==> config.mk <==
export PLATFORM = sky130hd
export DESIGN_NAME = spi_daisy_seq
export DESIGN_NICKNAME = d
export VERILOG_FILES = /design/src/rtl/spi_daisy_seq_pkg.sv /design/src/rtl/spi_seq_timer.sv /design/src/rtl/spi_daisy_seq.sv
export SDC_FILE = /design/constraint.sdc
export NUM_CORES = 1
export LEC_CHECK = 0
export CORE_ASPECT_RATIO = 0.7
export CORE_MARGIN = 2
export CORE_UTILIZATION = 56
export CTS_BUF_LIST = sky130_fd_sc_hd__clkbuf_2
export DETAILED_ROUTE_END_ITERATION = 16
export GPL_TIMING_DRIVEN = 0
export PLACE_DENSITY = 0.87
export REMOVE_ABC_BUFFERS = 1
export SLEW_MARGIN = 20
export SYNTH_ARGS = -nofsm -noshare
export SYNTH_HDL_FRONTEND = slang
export SYNTH_SLANG_ARGS = --single-unit
==> constraint.sdc <==
create_clock -name clk -period 2.6 [get_ports clk]
set_input_delay 0.52 -clock clk [delete_from_list [all_inputs] [get_ports clk]]
set_output_delay 0.52 -clock clk [all_outputs]
set_load 0.02 [all_outputs]
==> src/rtl/spi_daisy_seq_pkg.sv <==
// Shared definitions for the daisy-chain frame sequencer: FSM state encoding
// and the width helper used to size its counters.
package spi_daisy_seq_pkg;

  typedef enum logic [2:0] {
    ST_IDLE  = 3'd0,
    ST_START = 3'd1,
    ST_WAIT  = 3'd2,
    ST_GAP   = 3'd3,
    ST_DONE  = 3'd4
  } state_e;

  // Bits needed to hold values 0..n-1, never less than one bit.
  function automatic int cnt_w(input int n);
    return (n <= 2) ? 1 : $clog2(n);
  endfunction

endpackage

==> src/rtl/spi_seq_timer.sv <==
// Loadable down-counter that saturates at zero; expired is high while the count is zero.
module spi_seq_timer #(
  parameter int W = 4
) (
  input  logic         clk,
  input  logic         arstn,
  input  logic         load,
  input  logic [W-1:0] load_val,
  input  logic         en,
  output logic         expired
);

  logic [W-1:0] count_q;

  always_ff @(posedge clk or negedge arstn) begin
    if (!arstn) begin
      count_q <= '0;
    end else if (load) begin
      count_q <= load_val;
    end else if (en && (count_q != '0)) begin
      count_q <= count_q - 1'b1;
    end
  end

  assign expired = (count_q == '0);

endmodule

==> src/rtl/spi_daisy_seq.sv <==
// Frame sequencer ahead of the SPI master: splits one chain-wide frame into
// back-to-back single-word transfers and reassembles the returned words.
module spi_daisy_seq
  import spi_daisy_seq_pkg::*;
#(
  parameter int DATA_WIDTH     = 8,
  parameter int CHAIN_LEN      = 2,
  parameter int GAP_CYCLES     = 4,
  parameter int TIMEOUT_CYCLES = 1024
) (
  input  logic                            clk,
  input  logic                            arstn,
  input  logic                            frame_valid,
  output logic                            frame_ready,
  input  logic [CHAIN_LEN*DATA_WIDTH-1:0] frame_data,
  output logic                            spi_start,
  output logic [DATA_WIDTH-1:0]           data_send,
  input  logic                            spi_done,
  input  logic [DATA_WIDTH-1:0]           data_recv,
  output logic                            resp_valid,
  output logic [CHAIN_LEN*DATA_WIDTH-1:0] resp_data,
  output logic                            resp_err,
  output logic                            busy
);

  localparam int FW = CHAIN_LEN * DATA_WIDTH;
  localparam int KW = cnt_w(CHAIN_LEN);
  localparam int GW = cnt_w(GAP_CYCLES);
  localparam int TW = cnt_w(TIMEOUT_CYCLES);

  // Timers are loaded with n-1 so that expiry lands on the n-th counted cycle.
  localparam logic [GW-1:0] GAP_LOAD = GW'((GAP_CYCLES > 0) ? GAP_CYCLES - 1 : 0);
  localparam logic [TW-1:0] WDT_LOAD = TW'(TIMEOUT_CYCLES - 1);
  localparam logic [KW-1:0] K_LAST   = KW'(CHAIN_LEN - 1);

  state_e                state_q;
  logic [FW-1:0]         tx_q;
  logic [FW-1:0]         rx_q;
  logic [KW-1:0]         k_q;
  logic                  frame_ready_q;
  logic                  spi_start_q;
  logic [DATA_WIDTH-1:0] data_send_q;
  logic                  resp_valid_q;
  logic                  resp_err_q;
  logic                  busy_q;

  logic last_word;
  logic gap_load;
  logic gap_exp;
  logic wdt_exp;

  assign last_word = (k_q == K_LAST);
  assign gap_load  = (state_q == ST_WAIT) && spi_done && !last_word;

  spi_seq_timer #(.W(GW)) u_gap_timer (
    .clk      (clk),
    .arstn    (arstn),
    .load     (gap_load),
    .load_val (GAP_LOAD),
    .en       (state_q == ST_GAP),
    .expired  (gap_exp)
  );

  spi_seq_timer #(.W(TW)) u_wdt_timer (
    .clk      (clk),
    .arstn    (arstn),
    .load     (state_q == ST_START),
    .load_val (WDT_LOAD),
    .en       (state_q == ST_WAIT),
    .expired  (wdt_exp)
  );

  always_ff @(posedge clk or negedge arstn) begin
    if (!arstn) begin
      state_q       <= ST_IDLE;
      tx_q          <= '0;
      rx_q          <= '0;
      k_q           <= '0;
      frame_ready_q <= 1'b1;
      spi_start_q   <= 1'b0;
      data_send_q   <= '0;
      resp_valid_q  <= 1'b0;
      resp_err_q    <= 1'b0;
      busy_q        <= 1'b0;
    end else begin
      spi_start_q  <= 1'b0;
      resp_valid_q <= 1'b0;
      resp_err_q   <= 1'b0;
      case (state_q)
        ST_IDLE: begin
          if (frame_valid) begin
            data_send_q   <= frame_data[FW-1 -: DATA_WIDTH];
            tx_q          <= frame_data << DATA_WIDTH;
            rx_q          <= '0;
            k_q           <= '0;
            spi_start_q   <= 1'b1;
            frame_ready_q <= 1'b0;
            busy_q        <= 1'b1;
            state_q       <= ST_START;
          end
        end
        ST_START: state_q <= ST_WAIT;
        ST_WAIT: begin
          // A completion on the expiry cycle still wins over the watchdog.
          if (spi_done) begin
            rx_q[(CHAIN_LEN - 1 - int'(k_q)) * DATA_WIDTH +: DATA_WIDTH] <= data_recv;
            if (!last_word) begin
              k_q <= k_q + 1'b1;
              if (GAP_CYCLES == 0) begin
                data_send_q <= tx_q[FW-1 -: DATA_WIDTH];
                tx_q        <= tx_q << DATA_WIDTH;
                spi_start_q <= 1'b1;
                state_q     <= ST_START;
              end else begin
                state_q <= ST_GAP;
              end
            end else begin
              resp_valid_q <= 1'b1;
              state_q      <= ST_DONE;
            end
          end else if (wdt_exp) begin
            resp_valid_q <= 1'b1;
            resp_err_q   <= 1'b1;
            state_q      <= ST_DONE;
          end
        end
        ST_GAP: begin
          if (gap_exp) begin
            data_send_q <= tx_q[FW-1 -: DATA_WIDTH];
            tx_q        <= tx_q << DATA_WIDTH;
            spi_start_q <= 1'b1;
            state_q     <= ST_START;
          end
        end
        ST_DONE: begin
          frame_ready_q <= 1'b1;
          busy_q        <= 1'b0;
          state_q       <= ST_IDLE;
        end
        default: state_q <= ST_IDLE;
      endcase
    end
  end

  assign frame_ready = frame_ready_q;
  assign spi_start   = spi_start_q;
  assign data_send   = data_send_q;
  assign resp_valid  = resp_valid_q;
  assign resp_data   = rx_q;
  assign resp_err    = resp_err_q;
  assign busy        = busy_q;

endmodule

==> impl_metrics.json, run 1 <==
{
  "critical_path.max_fanout": 20,
  "grt_pass1_wl_um": 8840,
  "root_buffer": "clkbuf_2",
  "crit_required_ns": 2.96,
  "fin_skew_ns": 0.0167,
  "status": "finished, final reports clean",
  "vdd.ir_drop.worst_mv": 0.733,
  "die_y_um": 61.0,
  "ys_ff_latch": 53,
  "cts_setup_buffers": 0,
  "antenna_found_initial": 0,
  "ys_warn_count": 0,
  "cts_tree": "done",
  "antenna_cells": 0,
  "io_pins": 57,
  "timing.final.hold_violations": 0,
  "grt_max_degree": 54,
  "max_freq_ghz": 0.444,
  "p_int_mw": 2.20,
  "rsz0062_at_grt": "no",
  "crit_arrival_ns": 2.61,
  "async_reset_ff_frac": 1.00,
  "final_util": 0.729,
  "grt_use_total": 0.218,
  "avgSynthCellArea_um2": 12.0,
  "pwr-share-comb": 0.474,
  "netlist_area_mm2": 0.00260,
  "power_density_mw_per_mm2": 1110,
  "fp.dieArea_mm2": 0.00521,
  "yosysTopAreaCellShare": 0.500,
  "worst_pin_slew_ns": 0.772,
  "regArea_mm2": 0.00133,
  "pwr-share-clk": 0.118,
  "fin_crit_sh": 0.866,
  "fillers": 298,
  "gp_congestion": 0.871,
  "gr-usage-met2": 0.324,
  "finalWirelength_um": 5290,
  "dp_hpwl_um": 3690,
  "slew-limit-headroom": 0.484,
  "switching_power_mw": 1.38,
  "firstDrtPassIters": 4,
  "antenna_left": 0,
  "power_leakage_nw": 1.38,
  "hp-class": "primary input to asynchronous set/reset pin",
  "clock_sinks": 53,
  "drv_cap": 0,
  "insertion_delay_ns": 0.43,
  "cts_buffers": 5,
  "final_cells": 325,
  "die_x_um": 85.4,
  "grt.busiest_layer": "met1",
  "seq_area_frac_synth": 0.511,
  "nNetsFinal": 299,
  "h-tree-depth": 2,
  "area_growth_pct": 23.5,
  "start_util": 0.590,
  "netlist-cell-type-count": 55,
  "fin_crit_ns": 2.25,
  "cts_buffer_depth": 2,
  "postCtsHoldBufs": 0,
  "grt_use_met1": 0.331,
  "critPathKind": "flip-flop to flip-flop",
  "syn_inst": 217,
  "use_met3": 0.0496,
  "grt-ovfl-total": 0,
  "finalMaxSlewViolations": 0,
  "synth_edf_count": 0,
  "synthFlopType": "dfrtp_1",
  "r2r_slack_ns": 0.35,
  "wl_per_cell_um": 16.3,
  "setup_violations": 0,
  "yosysTopAreaCell": "dfrtp_1",
  "seqPwrFrac": 0.408,
  "cts_resized": 0,
  "power_switching_share": 0.384,
  "drc_errors": 0,
  "dp_cells": 317,
  "report.power.total_mw": 3.58,
  "clk_pin_slew_ns": 0.25,
  "crit_path_end_kind": "flip-flop",
  "core_area_mm2": 0.00440,
  "drtIter0Drc": 103,
  "multiInputGateArea_mm2": 0.00113,
  "yosys-top-cells-area": "dfrtp_1, a22o_1, mux2_2",
  "vias": 1893,
  "grt_pass1_vias": 1778,
  "layout-drive-gt1-share": 0.144,
  "cp-start-kind": "flip-flop",
  "drt-vias-per-instance": 5.82,
  "num_rows": 20,
  "io_buffers": 56
}
## cell usage after synthesis, types with 2 or more instances
master	number
mux2i_1	13
inv_1	15
a31o_2	2
or4b_1	2
nor4b_2	2
ha_1	2
mux2_2	14
o211ai_1	5
o41ai_1	2
nor2b_1	2
a21oi_1	3
o311ai_1	2
buf_2	4
o21ai_1	2
or3b_1	2
a22o_1	18
buf_6	3
nor3b_2	2
nand3_1	3
dfrtp_1	52
o21ai_0	6
and3_1	3
nand4_1	3
or3_1	3
nand2_1	11
nor2_1	10
clkbuf_1	3
## sequential cells by signal, indices dropped and copies added, names as in the netlist
signal               flops
state_q                  3
resp_valid               1
spi_start                1
u_gap_timer.count_q      2
frame_ready              1
tx_q                     8
u_wdt_timer.count_q     10
resp_err                 1
resp_data               16
busy                     1
data_send                8
k_q                      1
## critical path: stages, from the launching register on
cell	delay (ns)
dfrtp_1	0.74
nand3b_1	0.64
mux2_1	0.54
mux2_4	0.26
## logic make-up after synthesis
| family | count (synthesis) | synth area share |
|---|---|---|
| fa+ha+maj | 2 | 0.00962 |
| buf+inv | 26 | 0.0544 |
| simple gates | 58 | 0.155 |
| mux | 29 | 0.121 |
| compound gates | 49 | 0.149 |
| flops | 53 | 0.511 |
## per-layer routing
metal / routed length (µm) / vias up
met5: 0 / -
met4: 38 / 0
met3: 302 / 5
met2: 2240 / 49
met1: 2720 / 922
li1: - / 917
## stage by stage
stage          instance area [µm²]  TNS [ns]  hold WS [ns]  setup slack (ns)
3_5_place_dp                  3140         0         0.485            0.0378
2_1_floorplan                 2510         0         0.224             0.714
3_3_place_gp                  3140    -24.87         0.484            -0.481
5_1_grt                       3210         0        0.0696             0.147
6_report                      3210         0        0.0600             0.350
4_1_cts                       3210         0        0.0661             0.335
## worst paths after layout
check,start,to,depth (start not counted)
min in group clk,resp_data[14]$_DFFE_PN0P_,resp_data[14]$_DFFE_PN0P_,1
hold reg to reg,resp_data[14]$_DFFE_PN0P_,resp_data[14]$_DFFE_PN0P_,1
max in group asynchronous,arstn,busy$_DFFE_PN0P_,1
setup reg to reg,state_q[1]$_DFFE_PN0P_,data_send[7]$_DFFE_PN0P_,3
hold / removal,arstn,data_send[7]$_DFFE_PN0P_,1
setup / recovery,state_q[1]$_DFFE_PN0P_,data_send[7]$_DFFE_PN0P_,3
## final cells by class
cell class	count	share of cell area
Timing Repair Buffer	56	0.174
Tap cell	55	0.0214
Sequential cell	53	0.413
Multi-Input combinational cell	138	0.352
Clock inverter	2	0.0121
Clock buffer	6	0.00935
Inverter	15	0.0175
## placed cells by master, fill, tap and decap left out, drive strengths merged, types with 4 or more instances in the layout
master         Yosys  routed
nand2             11      11
o211ai             5       5
mux2i             13      13
inv               15      15
a22o              18      18
o21ai              8       8
mux2              16      16
clkdlybuf4s50      0      55
a21oi              4       4
nor2              10      10
clkbuf             3       6
dfrtp             52      52
## power by group through the flow
stage	Sequential, mW	Combinational, mW	Clock (mW)
after floorplan	1.68	0.779	0
after global placement	1.46	1.67	0
after detailed placement	1.48	1.70	0
after CTS	1.46	1.71	0.433
after global routing	1.51	1.84	0.468
final	1.46	1.70	0.423
Power figures use the tool's default switching activity.
==> run 2, diff against run 1 <==
--- a/config.mk
+++ b/config.mk
@@ -9,6 +9,7 @@
 export CORE_MARGIN = 2
 export CORE_UTILIZATION = 56
 export CTS_BUF_LIST = sky130_fd_sc_hd__clkbuf_2
+export CTS_CLUSTER_SIZE = 40
 export DETAILED_ROUTE_END_ITERATION = 16
 export GPL_TIMING_DRIVEN = 0
 export PLACE_DENSITY = 0.87
==> results of run 2 <==
Same layout as run 1: the final DEF is identical, and so are final timing and power.
==> run 3, diff against run 2 <==
--- a/config.mk
+++ b/config.mk
@@ -6,7 +6,6 @@
 export NUM_CORES = 1
 export LEC_CHECK = 0
 export CORE_ASPECT_RATIO = 0.7
-export CORE_MARGIN = 2
 export CORE_UTILIZATION = 56
 export CTS_BUF_LIST = sky130_fd_sc_hd__clkbuf_2
 export CTS_CLUSTER_SIZE = 40
@@ -14,7 +13,6 @@
 export GPL_TIMING_DRIVEN = 0
 export PLACE_DENSITY = 0.87
 export REMOVE_ABC_BUFFERS = 1
-export SLEW_MARGIN = 20
 export SYNTH_ARGS = -nofsm -noshare
 export SYNTH_HDL_FRONTEND = slang
 export SYNTH_SLANG_ARGS = --single-unit
==> run 3 against run 2 <==
Against the previous run: combinational power is essentially flat; final area rose by 0.16%; first-iteration DRC count increased by 0.97%; sequential share of layout area down 0.064 points; critical path depth is the same.
==> impl_metrics.json, run 3 (synthesis gave the netlist of run 1 again) <==
{
  "antenna_left": 0,
  "fillers": 289,
  "drc_errors": 0,
  "cp_slowest_cell": "dfrtp_1",
  "mostFrequentLayoutCell": "clkdlybuf4s50_1",
  "p_int_mw": 2.11,
  "core_area_mm2": 0.00440,
  "switching_power_mw": 1.39,
  "crit_arrival_ns": 2.62,
  "pwr-share-clk": 0.095,
  "root_buffer": "clkbuf_2",
  "fp.dieArea_mm2": 0.00492,
  "fin_crit_ns": 2.24,
  "fin_crit_sh": 0.862,
  "finalWirelength_um": 5300,
  "postCtsHoldBufs": 0,
  "grt_pass1_wl_um": 8310,
  "area_growth_pct": 23.7,
  "rsz0062_at_grt": "no",
  "multiInputGateArea_mm2": 0.00113,
  "cts_setup_buffers": 0,
  "pwr-share-comb": 0.487,
  "firstDrtPassIters": 4,
  "largest_reg_flops": 16,
  "power_switching_share": 0.397,
  "vias": 1882,
  "fin_skew_ns": 0.0139,
  "cts_buffer_depth": 2,
  "grt_use_total": 0.218,
  "gp_congestion": 0.908,
  "die_y_um": 59.0,
  "worst_pin_slew_ns": 0.781,
  "crit_required_ns": 2.97,
  "critical_path.max_fanout": 20,
  "cts_resized": 0,
  "wl_per_cell_um": 16.2,
  "report.power.total_mw": 3.49,
  "grt-ovfl-total": 0,
  "insertion_delay_ns": 0.44,
  "timing.final.hold_violations": 0,
  "critPathKind": "flip-flop to flip-flop",
  "io_buffers": 56,
  "setup-tns-final_ns": 0,
  "drv_cap": 0,
  "grt_max_degree": 31,
  "crit_path_cell_trace": "nand3b_1 -> mux2_1 -> mux2_4",
  "finalMaxSlewViolations": 0,
  "antenna_found_initial": 0,
  "vdd.ir_drop.worst_mv": 0.674,
  "post-route-cell-area_mm2": 0.00322,
  "dp_hpwl_um": 3770,
  "clock_sinks": 53,
  "power_density_mw_per_mm2": 1090,
  "cp-start-kind": "flip-flop",
  "power_leakage_nw": 1.38,
  "holdWs_ns": 0.536,
  "io_pins": 57,
  "layout-drive-gt1-share": 0.147,
  "critPathMaxStageDelay_ns": 0.73,
  "antenna_cells": 0,
  "cts_buffers": 5,
  "status": "finished, final reports clean",
  "grt_pass1_vias": 1639,
  "num_rows": 20,
  "drtIter0Drc": 104,
  "max_freq_ghz": 0.446,
  "setup_violations": 0,
  "cts_tree": "done",
  "final_cell_mix": "clkdlybuf4s50_1, dfrtp_1, a22o_1",
  "final_util": 0.730,
  "start_util": 0.590,
  "regArea_mm2": 0.00133,
  "nNetsFinal": 301,
  "drt-vias-per-instance": 5.76,
  "crit_path_end_kind": "flip-flop",
  "hp-class": "primary input to asynchronous set/reset pin",
  "seqPwrFrac": 0.418,
  "clk_pin_slew_ns": 0.26,
  "die_x_um": 83.4,
  "slew-limit-headroom": 0.478,
  "h-tree-depth": 2,
  "dpl_cell_area_mm2": 0.00316
}
==> run 3: worst max-delay path, delay by kind of cell (launching register included) <==
kind / cells / cell delay (ns)
mux: 2 / 0.80
flops: 1 / 0.73
simple gates: 1 / 0.64
==> run 3: power by group through the flow <==
| stage | Clock, mW | Sequential, mW | Combinational [mW] |
|---|---|---|---|
| floorplan | 0 | 1.68 | 0.779 |
| global placement | 0 | 1.46 | 1.67 |
| detailed placement | 0 | 1.47 | 1.70 |
| CTS | 0.347 | 1.45 | 1.71 |
| global route | 0.377 | 1.50 | 1.83 |
| finish | 0.331 | 1.46 | 1.70 |
==> run 3: final timing paths <==
path,startpoint,to,slack [ns],cells past startpoint
hold reg to reg,tx_q[8]$_DFFE_PN0P_,tx_q[8]$_DFFE_PN0P_,0.54,2
max in group asynchronous,arstn,frame_ready$_DFFE_PN1P_,1.45,3
hold / removal,arstn,tx_q[15]$_DFFE_PN0P_,0.54,2
setup reg to reg,state_q[1]$_DFFE_PN0P_,data_send[7]$_DFFE_PN0P_,0.36,3
setup / recovery,state_q[1]$_DFFE_PN0P_,data_send[7]$_DFFE_PN0P_,0.36,3
min in group clk,tx_q[8]$_DFFE_PN0P_,tx_q[8]$_DFFE_PN0P_,0.54,2
==> run 3: cell type report <==
cell class | count | share of cell area
Sequential cell | 53 | 0.413
Multi-Input combinational cell | 138 | 0.352
Timing Repair Buffer | 58 | 0.182
Tap cell | 55 | 0.0214
Inverter | 15 | 0.0175
Clock buffer | 5 | 0.00778
Clock inverter | 3 | 0.00661
==> run 3: layer usage <==
metal / part of all wire / vias to the layer above / global-route usage
met4: 0.010 / 0 / 0.0605
met2: 0.42 / 61 / 0.307
met3: 0.047 / 8 / 0.0501
met1: 0.52 / 895 / 0.340
met5: 0 / - / 0
li1: - / 918 / -
==> run 3: stage by stage <==
stage	cells	setup slack, ns
floorplan	206	0.714
global route	327	0.256
global placement	317	-0.484
CTS	326	0.377
finish	327	0.358
detailed placement	318	0.0750
